--- config.mk ---
export PLATFORM = sky130hd
export DESIGN_NAME = channel_dump
export DESIGN_NICKNAME = d
export VERILOG_FILES = /design/src/rtl/scope_pkg.sv /design/src/rtl/channel_dump.sv
export SDC_FILE = /design/constraint.sdc
export NUM_CORES = 1
export LEC_CHECK = 0
export ABC_AREA = 1
export BUFFER_PORTS_ARGS = -buffer_cell sky130_fd_sc_hd__buf_4
export CAP_MARGIN = 30
export CORE_MARGIN = 1.5
export CORE_UTILIZATION = 45
export CTS_CLUSTER_SIZE = 40
export DETAILED_ROUTE_END_ITERATION = 7
export GPL_TIMING_DRIVEN = 0
export HOLD_SLACK_MARGIN = 0.08
export PLACE_DENSITY = 0.8
export SYNTH_ARGS = -nofsm -noshare
export SYNTH_HDL_FRONTEND = slang
export SYNTH_SLANG_ARGS = --single-unit
--- constraint.sdc ---
create_clock -name clk -period 5 [get_ports clk]
set_input_delay 0.5 -clock clk [delete_from_list [all_inputs] [get_ports clk]]
set_output_delay 0.5 -clock clk [all_outputs]
set_load 0.1 [all_outputs]
--- src/rtl/scope_pkg.sv ---
// Shared scope constants and types for the capture/readback path.
package scope_pkg;

    localparam int unsigned DEPTH  = 512;
    localparam int unsigned ADDR_W = 9;
    localparam int unsigned DATA_W = 8;
    localparam int unsigned CH_W   = 2;

    localparam logic [CH_W-1:0] CH1    = 2'b00;
    localparam logic [CH_W-1:0] CH2    = 2'b01;
    localparam logic [CH_W-1:0] CH3    = 2'b10;
    localparam logic [CH_W-1:0] CH_INV = 2'b11;

    typedef enum logic [2:0] {
        ST_IDLE    = 3'd0,
        ST_READ    = 3'd1,
        ST_LATCH   = 3'd2,
        ST_XMIT    = 3'd3,
        ST_WAIT_TX = 3'd4,
        ST_FIN     = 3'd5
    } dump_state_t;

endpackage

--- src/rtl/channel_dump.sv ---
// Streams one channel's circular capture RAM, oldest sample first, to the UART
// transmitter one byte at a time; pulses dump_fin when the whole trace is out.
module channel_dump #(
    parameter int unsigned DEPTH  = scope_pkg::DEPTH,
    parameter int unsigned ADDR_W = scope_pkg::ADDR_W,
    parameter int unsigned DATA_W = scope_pkg::DATA_W
) (
    input  logic                        clk,
    input  logic                        rst_n,
    input  logic                        dump,
    input  logic [scope_pkg::CH_W-1:0]  dump_ch,
    input  logic [ADDR_W-1:0]           trace_end,
    output logic [ADDR_W-1:0]           ram_addr,
    output logic                        ram_en,
    input  logic [DATA_W-1:0]           ram_rdata1,
    input  logic [DATA_W-1:0]           ram_rdata2,
    input  logic [DATA_W-1:0]           ram_rdata3,
    output logic [DATA_W-1:0]           tx_data,
    output logic                        trmt,
    input  logic                        tx_done,
    output logic                        busy,
    output logic                        dump_fin
);
    import scope_pkg::*;

    localparam logic [ADDR_W-1:0] LAST_CNT = ADDR_W'(DEPTH - 1);
    localparam logic [ADDR_W-1:0] ONE      = ADDR_W'(1);

    dump_state_t         state_q, state_d;
    logic [ADDR_W-1:0]   addr_q, addr_d;
    logic [ADDR_W-1:0]   cnt_q, cnt_d;
    logic [CH_W-1:0]     ch_q, ch_d;
    logic [DATA_W-1:0]   tx_data_q, tx_data_d;
    logic [DATA_W-1:0]   rdata_sel;
    logic                ram_en_q, ram_en_d;
    logic                trmt_q, trmt_d;
    logic                busy_q, busy_d;
    logic                fin_q, fin_d;

    // Read-data mux on the channel frozen at dump start
    always_comb begin
        rdata_sel = ram_rdata3;
        case (ch_q)
            CH1:     rdata_sel = ram_rdata1;
            CH2:     rdata_sel = ram_rdata2;
            default: rdata_sel = ram_rdata3;
        endcase
    end

    always_comb begin
        state_d   = state_q;
        addr_d    = addr_q;
        cnt_d     = cnt_q;
        ch_d      = ch_q;
        tx_data_d = tx_data_q;

        case (state_q)
            ST_IDLE: begin
                if (dump) begin
                    if (dump_ch == CH_INV) begin
                        state_d = ST_FIN;
                    end else begin
                        ch_d    = dump_ch;
                        addr_d  = trace_end + ONE;
                        cnt_d   = '0;
                        state_d = ST_READ;
                    end
                end
            end
            ST_READ:  state_d = ST_LATCH;
            ST_LATCH: begin
                tx_data_d = rdata_sel;
                state_d   = ST_XMIT;
            end
            ST_XMIT:  state_d = ST_WAIT_TX;
            ST_WAIT_TX: begin
                if (tx_done) begin
                    if (cnt_q == LAST_CNT) begin
                        state_d = ST_FIN;
                    end else begin
                        addr_d  = addr_q + ONE;
                        cnt_d   = cnt_q + ONE;
                        state_d = ST_READ;
                    end
                end
            end
            ST_FIN:   state_d = ST_IDLE;
            default:  state_d = ST_IDLE;
        endcase

        // Strobes are pure functions of the upcoming state, registered below
        ram_en_d = (state_d == ST_READ);
        trmt_d   = (state_d == ST_XMIT);
        busy_d   = (state_d != ST_IDLE);
        fin_d    = (state_d == ST_FIN);
    end

    always_ff @(posedge clk or negedge rst_n) begin
        if (!rst_n) begin
            state_q   <= ST_IDLE;
            addr_q    <= '0;
            cnt_q     <= '0;
            ch_q      <= '0;
            tx_data_q <= '0;
            ram_en_q  <= 1'b0;
            trmt_q    <= 1'b0;
            busy_q    <= 1'b0;
            fin_q     <= 1'b0;
        end else begin
            state_q   <= state_d;
            addr_q    <= addr_d;
            cnt_q     <= cnt_d;
            ch_q      <= ch_d;
            tx_data_q <= tx_data_d;
            ram_en_q  <= ram_en_d;
            trmt_q    <= trmt_d;
            busy_q    <= busy_d;
            fin_q     <= fin_d;
        end
    end

    assign ram_addr = addr_q;
    assign ram_en   = ram_en_q;
    assign tx_data  = tx_data_q;
    assign trmt     = trmt_q;
    assign busy     = busy_q;
    assign dump_fin = fin_q;

endmodule

After elaboration in Yosys (flattened, before gate mapping) --
Cells that the tools add are included.
Storage, ports and cells: bits of input ports 39, bits in registers 35, logic and storage cells 49, output and inout bits 21
Operators by class: bitwise operators 1, add/subtract/negate cells 3, eq/ne operators 14, reduce and logical (&&, ||, !) cells 6, multiplexer cells 16
Operator list (count):
- 9-bit two-way mux | 8
- 9-bit one-hot mux with 2 select lines | 2
- 9-bit by 1-bit adder with 9-bit output, second input constant | 3
- 8-bit one-hot mux with 2 select lines | 1
- 3-bit one-hot mux with 5 select lines | 1
- 3-bit two-way mux | 4
- 3-bit by 2-bit equality test with 1-bit output, second input constant | 3
- 9-bit equality test, second input constant | 1
- 2-bit inequality test, second input constant | 4
- 3-bit by 1-bit equality test with 1-bit output, second input constant | 2
- 3-bit equality test, second input constant | 2
- 5-bit AND reduction | 1
- 3-bit logical NOT | 1
- 3-bit AND reduction | 1
- 3-bit nonzero test | 1
- 2-bit by 1-bit equality test with 1-bit output, second input constant | 1
- 2-bit equality test, second input constant | 1
- 2-bit logical NOT | 1
- 2-bit nonzero test | 1
- 1-bit inverter | 1

Logic depth before layout (Yosys ltp) --
Gate-level depths: netlist (run 1).
depth in word-level cells 5, gate-level depth with buffers 12, mapped depth without buffers 11

Least setup slack after synthesis (run 1) --
OpenSTA, ideal clock, no wires.
path type reg-to-reg, from register addr_q[0], in the netlist ram_addr[0], to register addr_q[8], in the netlist ram_addr[8], path slack 3.084 ns, setup time 0.120 ns, arrival time 1.796 ns, stages on the path, launching flop included 9, buffers on the path 0, cells stage by stage dfrtp_1 -> nand3_1 -> nand2_2 -> ha_1 -> nand2_1 -> nor2_4 -> nand3_1 -> nand3_1 -> nand2_1
On the way: cells in the longest elaborated chain, start to end 4
Ends and longest elaborated chain:
- start: declaration | line channel_dump.sv:30 | logic [ADDR_W-1:0] addr_q, addr_d;
- start signal: assignment | line channel_dump.sv:111 | addr_q <= addr_d;
- 9-bit by 1-bit adder with 9-bit output | line channel_dump.sv:81 | addr_d = addr_q + ONE;
- 9-bit two-way mux | line channel_dump.sv:78 | if (cnt_q == LAST_CNT) begin
- 9-bit two-way mux | line channel_dump.sv:77 | if (tx_done) begin
- 9-bit one-hot mux with 2 select lines | line channel_dump.sv:57 | case (state_q)
No other way between the ends. The select of a mux whose other input is x is not followed. A chain may end at the register's enable or synchronous reset.

Worst setup path in the final report (run 1) --
from register cnt_q[0], to register fin_q, in the netlist dump_fin
On the way: cells in the longest elaborated chain, start to end 5
Ends and longest elaborated chain:
- start: declaration | line channel_dump.sv:31 | logic [ADDR_W-1:0] cnt_q, cnt_d;
- start signal: assignment | line channel_dump.sv:112 | cnt_q <= cnt_d;
- 9-bit equality test | line channel_dump.sv:78
- 3-bit two-way mux | line channel_dump.sv:78
- 3-bit two-way mux | line channel_dump.sv:77
- 3-bit one-hot mux with 5 select lines | line channel_dump.sv:57
- 3-bit equality test | line channel_dump.sv:95 | fin_d = (state_d == ST_FIN);
- net fin_d | line channel_dump.sv:38 | logic fin_q, fin_d;
- end signal: assignment | line channel_dump.sv:118 | fin_q <= fin_d;
- end: declaration | line channel_dump.sv:38
The timed path passes the listed nets, and every way through them passes these cells.

==> results.md, run 1 <==
- Starting Density: 0.470
- Tot GR Track Use: 0.205
- Final setup fails: 0
- Cell variety after synth: 33
- Clk sinks: 35
- Total power: 1.96 mW
- Status: complete, no violations
- Die Ht: 70.4 µm
- RePlAce Congestion: 0.805
- Worst Setup Slack, final: 2.98 ns
- Pwr Density: 737 nW/µm²
- Die area: 4960 µm²
- DRC errors left: 0
- Fill count: a little under 400
- I/O pin total: 60
- Clock skew: around 0.0095 ns
- Seq cells post-synth: 35
- Global-route wire length before repair: 8.24 mm
- Max-cap violations: 0
- ANT cells: 0
- Post-route minimum period: 2.02 ns
- Final worst-path cycle share: 0.403
- Detailed Routing Iterations Pass 1: 4
- Worst reg2reg setup slack: 2.98 ns
- Antenna-violating nets left: 0
- Yosys top cell area share: 0.428
- Max VDD drop: 0.544 mV
- Via count: between 1500 and 2000
- Post-Syn Nets: 311
- Seq/Total Area, Yosys: 0.428
- Detailed placement HPWL: 3.59 mm
- Avg WL per Cell: 12.4 µm
- Synthesis Warnings: 0
- Final Hold Vio Count: 0
- CP Class: reg2reg
- Main area contributors after synthesis: dfrtp_1 (43%), nand2_1 (16%), nand3_1 (8.1%)
- Routed vias/inst: 5.05
- Clk buf depth: 2
- Setup bufs post-CTS: 0
- Row cnt: 24
- Avg Cell Area, Syn: 7.61 µm²
- Non-Filler Instances: 388
- CTS H-tree lvls: 2
- # resized after CTS: 0
- Congestion Overflow GR: 0
- Core Util, Final: 0.610
- CTS tree: yes
- Largest net degree at the start of global routing: 36
- Share of cells above drive strength 1: 0.280
- Crit end category: flop
- RSZ-0062 raised after global routing: false
- Fmax: around 0.5 GHz
- Die width: between 70 and 80 µm
- Total wire length: 4.82 mm
- Core Region: around 4400 µm²
- Design Area, Final: 2660 µm²
- Post-synthesis cell count: 269
- Clock Pin Slew Worst Setup and Hold Paths: 0.07 ns
- Initial DRC count: 145
- Post-synthesis cell area: between 2000 and 2500 µm²
- Most frequent cells in the layout: nand2_1 (86), buf_4 (61), dfrtp_1 (35), nand3_1 (33), inv_1 (28)
- Critical Path Start Type: flop
- Worst hold path class: in2async
- Net count, final: 377
- Hold buffer count at CTS: 0
- Pre-CTS setup slack: 3.01 ns
- Clk root buf: clkbuf_8
- Placed Instances: 380
- Cts bufs inserted: 5
- Area leader, netlist: dfrtp_1
- Clk_lat worst skew: 0.28 ns
- Worst slew margin: 0.709
- Antenna violations before repair: 0
- Worst-Margin Slew: 0.436 ns
- CP required: 5.20 ns
- CP max FO: 4
- Critical path arrival: around 2.2 ns
- Synthesis-to-layout area growth: 29.7%
- Most common cell after layout, fill and taps aside: nand2_1
- Port Buf Inserts: slightly below 60
- Placed instance area: 2550 µm²
- Final Max Tran Viols: 0
- Final hold slack: approximately 0.16 ns
- Setup TNS: 0 ns
- Lkg Pwr: 1.37 nW
- Vias in the first global route: 1889
==> critical path: stages (launching register included) <==
cell and delay [ns]:
dfrtp_1 0.37, ha_1 0.19, nand2_1 0.06, nor2_1 0.20, nand4_1 0.16, nor2_1 0.14
ha_1 0.22, nor2_1 0.06, o21a_1 0.15, o21ai_0 0.06, o21ai_0 0.18, nor2_1 0.15
==> registers in the layout, indices dropped and copies added, names as in the netlist <==
| register | count |
|---|---|
| tx_data | 8 |
| cnt_q | 9 |
| trmt | 1 |
| ram_en | 1 |
| dump_fin | 1 |
| ch_q | 2 |
| ram_addr | 9 |
| busy | 1 |
| state_q | 3 |
==> cells in the mapped netlist <==
library cell  count
nand3_1          33
clkbuf_1          2
xor2_1            2
a21oi_1           1
nand4_2           1
nor3_1            1
o21ai_0          17
nor2_1           13
o21a_1            1
ha_1              3
nor2_4            2
o21ai_4           1
nand4_1           3
o21ai_1           3
nor3_4            1
buf_4             2
nand2_1          86
o31ai_2           1
or2_2             2
buf_2             4
o21ai_2           1
a21oi_2           2
nor2_2            2
inv_2             3
o21bai_1          1
o22a_1            9
buf_6             2
inv_1            28
a211o_1           1
dfrtp_1          35
nand2_2           4
clkinv_1          1
or2_1             1
==> logic make-up (layout without fill, tap and decap cells) <==
| family | Yosys count | count (layout) | share of synthesized area |
|---|---|---|---|
| simple gates | 149 | 149 | 0.326 |
| buf+inv | 42 | 109 | 0.0905 |
| compound gates | 38 | 38 | 0.128 |
| flops | 35 | 35 | 0.428 |
| fa+ha+maj | 3 | 3 | 0.0183 |
| xor+xnor | 2 | 2 | 0.00856 |
==> final timing paths <==
path	start	to	cells after the start
worst min register to register	cnt_q[8]	cnt_q[8]	2
worst max register to register	cnt_q[0]	dump_fin	11
min in group clk	dump_ch[0]	ch_q[0]	2
worst max-delay path	cnt_q[0]	dump_fin	11
worst min-delay path	rst_n	ram_en	1
max in group asynchronous	rst_n	tx_data[0]	1
==> final cells by class <==
cell class / count / area (µm²) / area share
plain buffers: 10 / 65.1 / 0.0245
clock buffers: 8 / 100 / 0.0377
inverters: 32 / 120 / 0.0452
multi-input cells: 192 / 986 / 0.371
flip-flops and latches: 35 / 876 / 0.330
well taps: 52 / 65.1 / 0.0245
repair buffers: 59 / 443 / 0.167
==> where the power goes <==
group,internal [mW],switching [mW]
Combinational,0.313,0.967
Clock,0.126,0.0945
Sequential,0.390,0.0663
==> per-layer routing <==
metal  vias to the layer above  part of all wire  GRT usage
met4                         0            0.0062     0.0449
met2                        27              0.51      0.354
met5                         -                 0          0
li1                        997                 -          -
met3                         4             0.027     0.0361
met1                       930              0.45      0.267
(Power assumes the default switching activity.)
==> run 2: changes to the inputs <==
==> constraint.sdc (replaced) <==
create_clock -name clk -period 2 [get_ports clk]
set_input_delay 0.2 -clock clk [delete_from_list [all_inputs] [get_ports clk]]
set_output_delay 0.2 -clock clk [all_outputs]
set_load 0.1 [all_outputs]
==> results.md, run 2 (synthesis results as in run 1) <==
- Clk root buf: clkbuf_8
- CP Class: reg2reg
- Avg WL per Cell: 12.5 µm (+0.92%)
- Synthesis-to-layout area growth: 31.8%
- Lkg Pwr: 1.38 nW (+0.76%)
- Clk sinks: 35 (unchanged)
- Largest net degree at the start of global routing: 36 (unchanged)
- CTS tree: yes
- Starting Density: 0.470 (unchanged)
- Max-cap violations: 0 (unchanged)
- Clock Pin Slew Worst Setup and Hold Paths: 0.07 ns (about the same)
- Total wire length: 4.90 mm (+1.7%)
- Non-Filler Instances: 391 (+0.77%)
- Die width: 70.4 µm (unchanged)
- Core Util, Final: 0.620 (+0.00977)
- CTS H-tree lvls: 2 (unchanged)
- Row cnt: 24 (unchanged)
- Detailed Routing Iterations Pass 1: 4 (unchanged)
- ANT cells: 0 (unchanged)
- Tot GR Track Use: 0.205 (+0.000305)
- Critical path arrival: 2.02 ns (-0.19 ns)
- Via count: 1974 (+0.82%)
- Design Area, Final: 2700 µm² (+1.6%)
- Crit end category: flop
- I/O pin total: 60 (unchanged)
- Post-route minimum period: 1.86 ns (-0.158 ns)
- Core Region: 4350 µm² (unchanged)
- Routed vias/inst: 5.05 (about the same)
- Worst slew margin: 0.703 (-0.00609)
- Detailed placement HPWL: 3.59 mm (unchanged)
- Antenna-violating nets left: 0 (unchanged)
- CP max FO: 4 (unchanged)
- Final Max Tran Viols: 0 (unchanged)
- Port Buf Inserts: 59 (unchanged)
- Fmax: 0.538 GHz (+8.5%)
- Status: complete, no violations
- Die area: 4960 µm² (unchanged)
- Final worst-path cycle share: 0.929 (+0.526)
- Pwr Density: 1830 nW/µm² (+150%)
- Share of cells above drive strength 1: 0.295 (+0.0152)
- Most common cell after layout, fill and taps aside: nand2_1
- Cts bufs inserted: 5 (unchanged)
- Initial DRC count: 132 (-9.0%)
- Antenna violations before repair: 0 (unchanged)
- Final setup fails: 0 (unchanged)
- Clk_lat worst skew: 0.27 ns (about the same)
- Clk buf depth: 2 (unchanged)
- Most frequent cells in the layout: nand2_1 (85), buf_4 (63), dfrtp_1 (35), nand3_1 (33), inv_1 (28)
- Placed Instances: 380 (unchanged)
- Total power: 4.94 mW (+150%)
- Die Ht: 70.4 µm (unchanged)
- Congestion Overflow GR: 0 (unchanged)
- DRC errors left: 0 (unchanged)
- Net count, final: 380 (+0.80%)
- Critical Path Start Type: flop
- Worst hold path class: in2reg
- Global-route wire length before repair: 8.25 mm (+0.17%)
- CP required: 2.16 ns (-3.04 ns)
- Max VDD drop: 1.36 mV (+150%)
- Placed instance area: 2550 µm² (unchanged)
- Vias in the first global route: 1892 (+0.16%)
- Final Hold Vio Count: 0 (unchanged)
- Clock skew: 0.00758 ns (-0.00188 ns)
- Worst-Margin Slew: 0.445 ns (+0.00914 ns)
- Final hold slack: 0.190 ns (+0.0267 ns)
- RePlAce Congestion: 0.805 (unchanged)
## run 2: repair_timing
action,4_1_cts,5_1_grt
hold buffers,1,0
gates resized for setup,0,9
setup buffers,0,2
endpoints found under the setup margin,0,21
hold endpoints to repair,35,0
## run 2: metal layers
layer / global-route usage / wire (µm)
met5: 0 / 0
met4: 0.0449 / 33
met3: 0.0361 / 153
met2: 0.354 / 2550
met1: 0.268 / 2160
## run 2: worst max-delay path: stages, from the launching register on
cell and delay (ns):
dfrtp_1 0.38, ha_2 0.20, nand2_2 0.07, nor2_4 0.12, nand4_1 0.13, nor2_1 0.14
ha_2 0.21, o21ai_2 0.06, inv_1 0.10, nor2_4 0.06, buf_4 0.15, nand4_1 0.06
o21ai_1 0.07
## run 2: per-stage QoR
| stage | TNS, ns | setup slack, ns |
|---|---|---|
| after floorplan | 0 | 0.0840 |
| after global placement | 0 | 0.0859 |
| after global routing | -0.0335 | -0.0115 |
| after detailed placement | 0 | 0.00839 |
| after CTS | 0 | 0.00165 |
| final | 0 | 0.141 |
## run 2: worst paths after layout
path / end / from / slack, ns / depth (start not counted)
min in group asynchronous: cnt_q[0] / rst_n / 0.41 / 2
hold / removal: ch_q[0] / dump_ch[0] / 0.19 / 2
setup reg to reg: cnt_q[3] / cnt_q[1] / 0.14 / 12
setup / recovery: cnt_q[3] / cnt_q[1] / 0.14 / 12
max in group asynchronous: tx_data[0] / rst_n / 1.26 / 2
hold reg to reg: cnt_q[8] / cnt_q[8] / 0.50 / 2
## run 2: final cells by class
type                            instances  area, µm²
Buffer                                 10       67.6
Clock buffer                            8        100
Fill cell                             399       1660
Inverter                               32        120
Multi-Input combinational cell        192       1000
Sequential cell                        35        876
Tap cell                               52       65.1
Timing Repair Buffer                   62        468
## run 2: power by group
group | internal (mW) | total [mW] | switching [mW] | leakage (nW)
Clock | 0.314 | 0.547 | 0.233 | 0.0515
Sequential | 0.976 | 1.14 | 0.169 | 0.436
Combinational | 0.821 | 3.25 | 2.43 | 0.895
Total | 2.11 | 4.94 | 2.83 | 1.38
==> run 3: changes to the inputs <==
--- a/config.mk
+++ b/config.mk
@@ -14,7 +14,7 @@
 export DETAILED_ROUTE_END_ITERATION = 7
 export GPL_TIMING_DRIVEN = 0
 export HOLD_SLACK_MARGIN = 0.08
-export PLACE_DENSITY = 0.8
+export PLACE_DENSITY = 0.83
 export SYNTH_ARGS = -nofsm -noshare
 export SYNTH_HDL_FRONTEND = slang
 export SYNTH_SLANG_ARGS = --single-unit
==> constraint.sdc (replaced) <==
create_clock -name clk -period 1.7 [get_ports clk]
set_input_delay 0.17 -clock clk [delete_from_list [all_inputs] [get_ports clk]]
set_output_delay 0.17 -clock clk [all_outputs]
set_load 0.1 [all_outputs]
==> results.md, run 3 (synthesis results as in run 1) <==
- Status: finished, violations left
- Violated checks: setup timing
- Placed instance area: 2560 µm² (+0.39%)
- Global-route wire length before repair: 8.88 mm (+7.6%)
- ANT cells: 0 (unchanged)
- Fmax: 0.548 GHz (+1.8%)
- Cts bufs inserted: 5 (unchanged)
- Share of cells above drive strength 1: 0.393 (+0.0982)
- Worst slew margin: 0.703 (about the same)
- CP max FO: 10 (+6)
- Worst hold path class: in2reg
- Clk sinks: 35 (unchanged)
- R2R Path Start: cnt_q[0]
- Pre-CTS setup slack: -0.335 ns (-0.343 ns)
- Pwr Density: 2140 nW/µm² (+17%)
- Most common cell after layout, fill and taps aside: nand2_1
- Clk root buf: clkbuf_8
- RePlAce Congestion: 0.808 (+0.37%)
- Crit end category: flop
- Detailed placement HPWL: 3.58 mm (-0.16%)
- Design Area, Final: 2910 µm² (+7.7%)
- Hold Path Sink: ch_q[0]
- Max-cap violations: 0 (unchanged)
- Most frequent cells in the layout: nand2_1 (77), buf_4 (70), dfrtp_1 (29), nand3_1 (27), inv_1 (27)
- I/O pin total: 60 (unchanged)
- Comb pwr share: 0.677 (+0.019)
- Lkg Pwr: 1.46 nW (+5.5%)
- Final hold slack: 0.161 ns (-0.0290 ns)
- Via count: 2109 (+6.8%)
- Port Buf Inserts: 59 (unchanged)
- Worst reg2reg setup slack: -0.13 ns (-0.27 ns)
- Sequential share of power: 0.218 (-0.014)
- Clk_lat worst skew: 0.28 ns (about the same)
- Crit-path max cell delay: 0.40 ns (+0.02 ns)
- CTS H-tree lvls: 2 (unchanged)
- RSZ-0062 raised after global routing: true
- Die area: 4960 µm² (unchanged)
- CTS tree: yes
- Total wire length: 5.41 mm (+10%)
- Routed vias/inst: 5.23 (+3.7%)
- Tot GR Track Use: 0.223 (+0.0177)
- Post-route minimum period: 1.83 ns (-0.0330 ns)
- Final Max Tran Viols: 0 (unchanged)
- Initial DRC count: 208 (+58%)
- Largest net degree at the start of global routing: 36 (unchanged)
- Total power: 6.23 mW (+26%)
- Die width: 70.4 µm (unchanged)
- Synthesis-to-layout area growth: 42.0%
- Critical Path Start Type: flop
- Clk buf depth: 2 (unchanged)
- Final Hold Vio Count: 0 (unchanged)
- Reg2reg end: ram_addr[6]
- Starting Density: 0.470 (unchanged)
- CP Class: reg2reg
- Clock Pin Slew Worst Setup and Hold Paths: 0.07 ns (about the same)
- Avg WL per Cell: 13.4 µm (+7.1%)
- Clk network pwr share: 0.105 (-0.006)
- Final worst-path cycle share: 1.07 (+0.145)
- Switching share of total power: 0.566 (-0.00654)
- Max VDD drop: 1.61 mV (+18%)
- Hold Crit Depth: 2 (unchanged)
- Worst-Margin Slew: 0.445 ns (-0.000290 ns)
- Min-delay src: dump_ch[0]
- Antenna violations before repair: 0 (unchanged)
- Crit-path cells: ha_2 > nand2_2 > nor2_4 > nand4_1 > nor2_1 > ha_2 > o21ai_4 > inv_2 > nor2_4 > buf_6 > nand3_1 > nand2_1
- P_sw: 3.53 mW (+25%)
- Row cnt: 24 (unchanged)
- Clock skew: 0.00945 ns (+0.00186 ns)
- DRC errors left: 0 (unchanged)
- Critical path arrival: 2.05 ns (+0.03 ns)
- Worst Setup Slack, final: -0.126 ns (-0.267 ns)
- Core Util, Final: 0.668 (+0.0480)
- Vias in the first global route: 2071 (+9.5%)
- CP required: 1.92 ns (-0.24 ns)
- Detailed Routing Iterations Pass 1: 4 (unchanged)
- Int Power: 2.70 mW (+28%)
- Core Region: 4350 µm² (unchanged)
- Die Ht: 70.4 µm (unchanged)
- Net count, final: 392 (+3.2%)
- Slowest cell on the critical path: dfrtp_1
- Final setup fails: 21 (+21)
- Antenna-violating nets left: 0 (unchanged)
- Congestion Overflow GR: 0 (unchanged)
- FF-to-FF path depth: 12 (unchanged)
[run 3: cell count changes in the layout (fill, tap and decap cells not counted), sizes merged]
cell  before  now
buf       68   80
[run 3: layout make-up]
cell class | count | area [µm²]
plain buffers | 10 | 77.6
inverters | 32 | 120
well taps | 52 | 65.1
repair buffers | 74 | 567
clock buffers | 8 | 100
flip-flops and latches | 35 | 883
fillers | 342 | 1450
multi-input cells | 192 | 1090
[run 3: worst max-delay path by stage]
stage                start          end  slack, ns  cells after the start
3_5_place_dp      cnt_q[0]     dump_fin      -0.33                     11
5_1_grt           cnt_q[0]     cnt_q[6]      -0.24                     12
4_1_cts           cnt_q[0]  ram_addr[6]      -0.11                     12
6_report          cnt_q[0]  ram_addr[6]      -0.13                     12
2_1_floorplan  ram_addr[6]  ram_addr[7]       0.01                      7
3_3_place_gp      cnt_q[0]     dump_fin      -0.22                     11
[run 3: routing by layer]
layer | track usage | up-vias | wire length [µm]
met5 | 0 | - | 0
met4 | 0.0897 | 0 | 153
met3 | 0.0462 | 18 | 181
met2 | 0.397 | 55 | 2860
met1 | 0.258 | 1011 | 2210
li1 | - | 1025 | -
[run 3: repair_timing]
item,CTS,global route
cloned,2,0
hold endpoints to repair,35,0
resized for setup,18,26
hold buffers,1,0
setup endpoints to repair,22,23
pin swaps,9,9
setup buffers,8,4
[run 3: worst max-delay path, delay by kind of cell, from the launching register on]
family	cells	cell delay (ns)
AND/OR/NAND/NOR	7	0.55
flip-flops	1	0.40
adder cells (fa/ha/maj)	2	0.39
buffers and inverters	2	0.25
AO/OA/AOI/OAI	1	0.17
[run 3: power groups by stage]
stage | clock network, mW | registers, mW | logic, mW
3_5_place_dp | 0 | 1.37 | 3.77
5_1_grt | 0.713 | 1.39 | 4.44
4_1_cts | 0.679 | 1.35 | 4.00
6_report | 0.655 | 1.36 | 4.22
2_1_floorplan | 0 | 3.04 | 1.26
3_3_place_gp | 0 | 1.36 | 3.71
[run 3: per-stage QoR]
| stage | instances | setup TNS [ns] |
|---|---|---|
| floorplan | 269 | 0 |
| global placement | 380 | -3.21 |
| detailed placement | 380 | -5.37 |
| CTS | 399 | -1.91 |
| global route | 403 | -4.31 |
| finish | 403 | -1.59 |
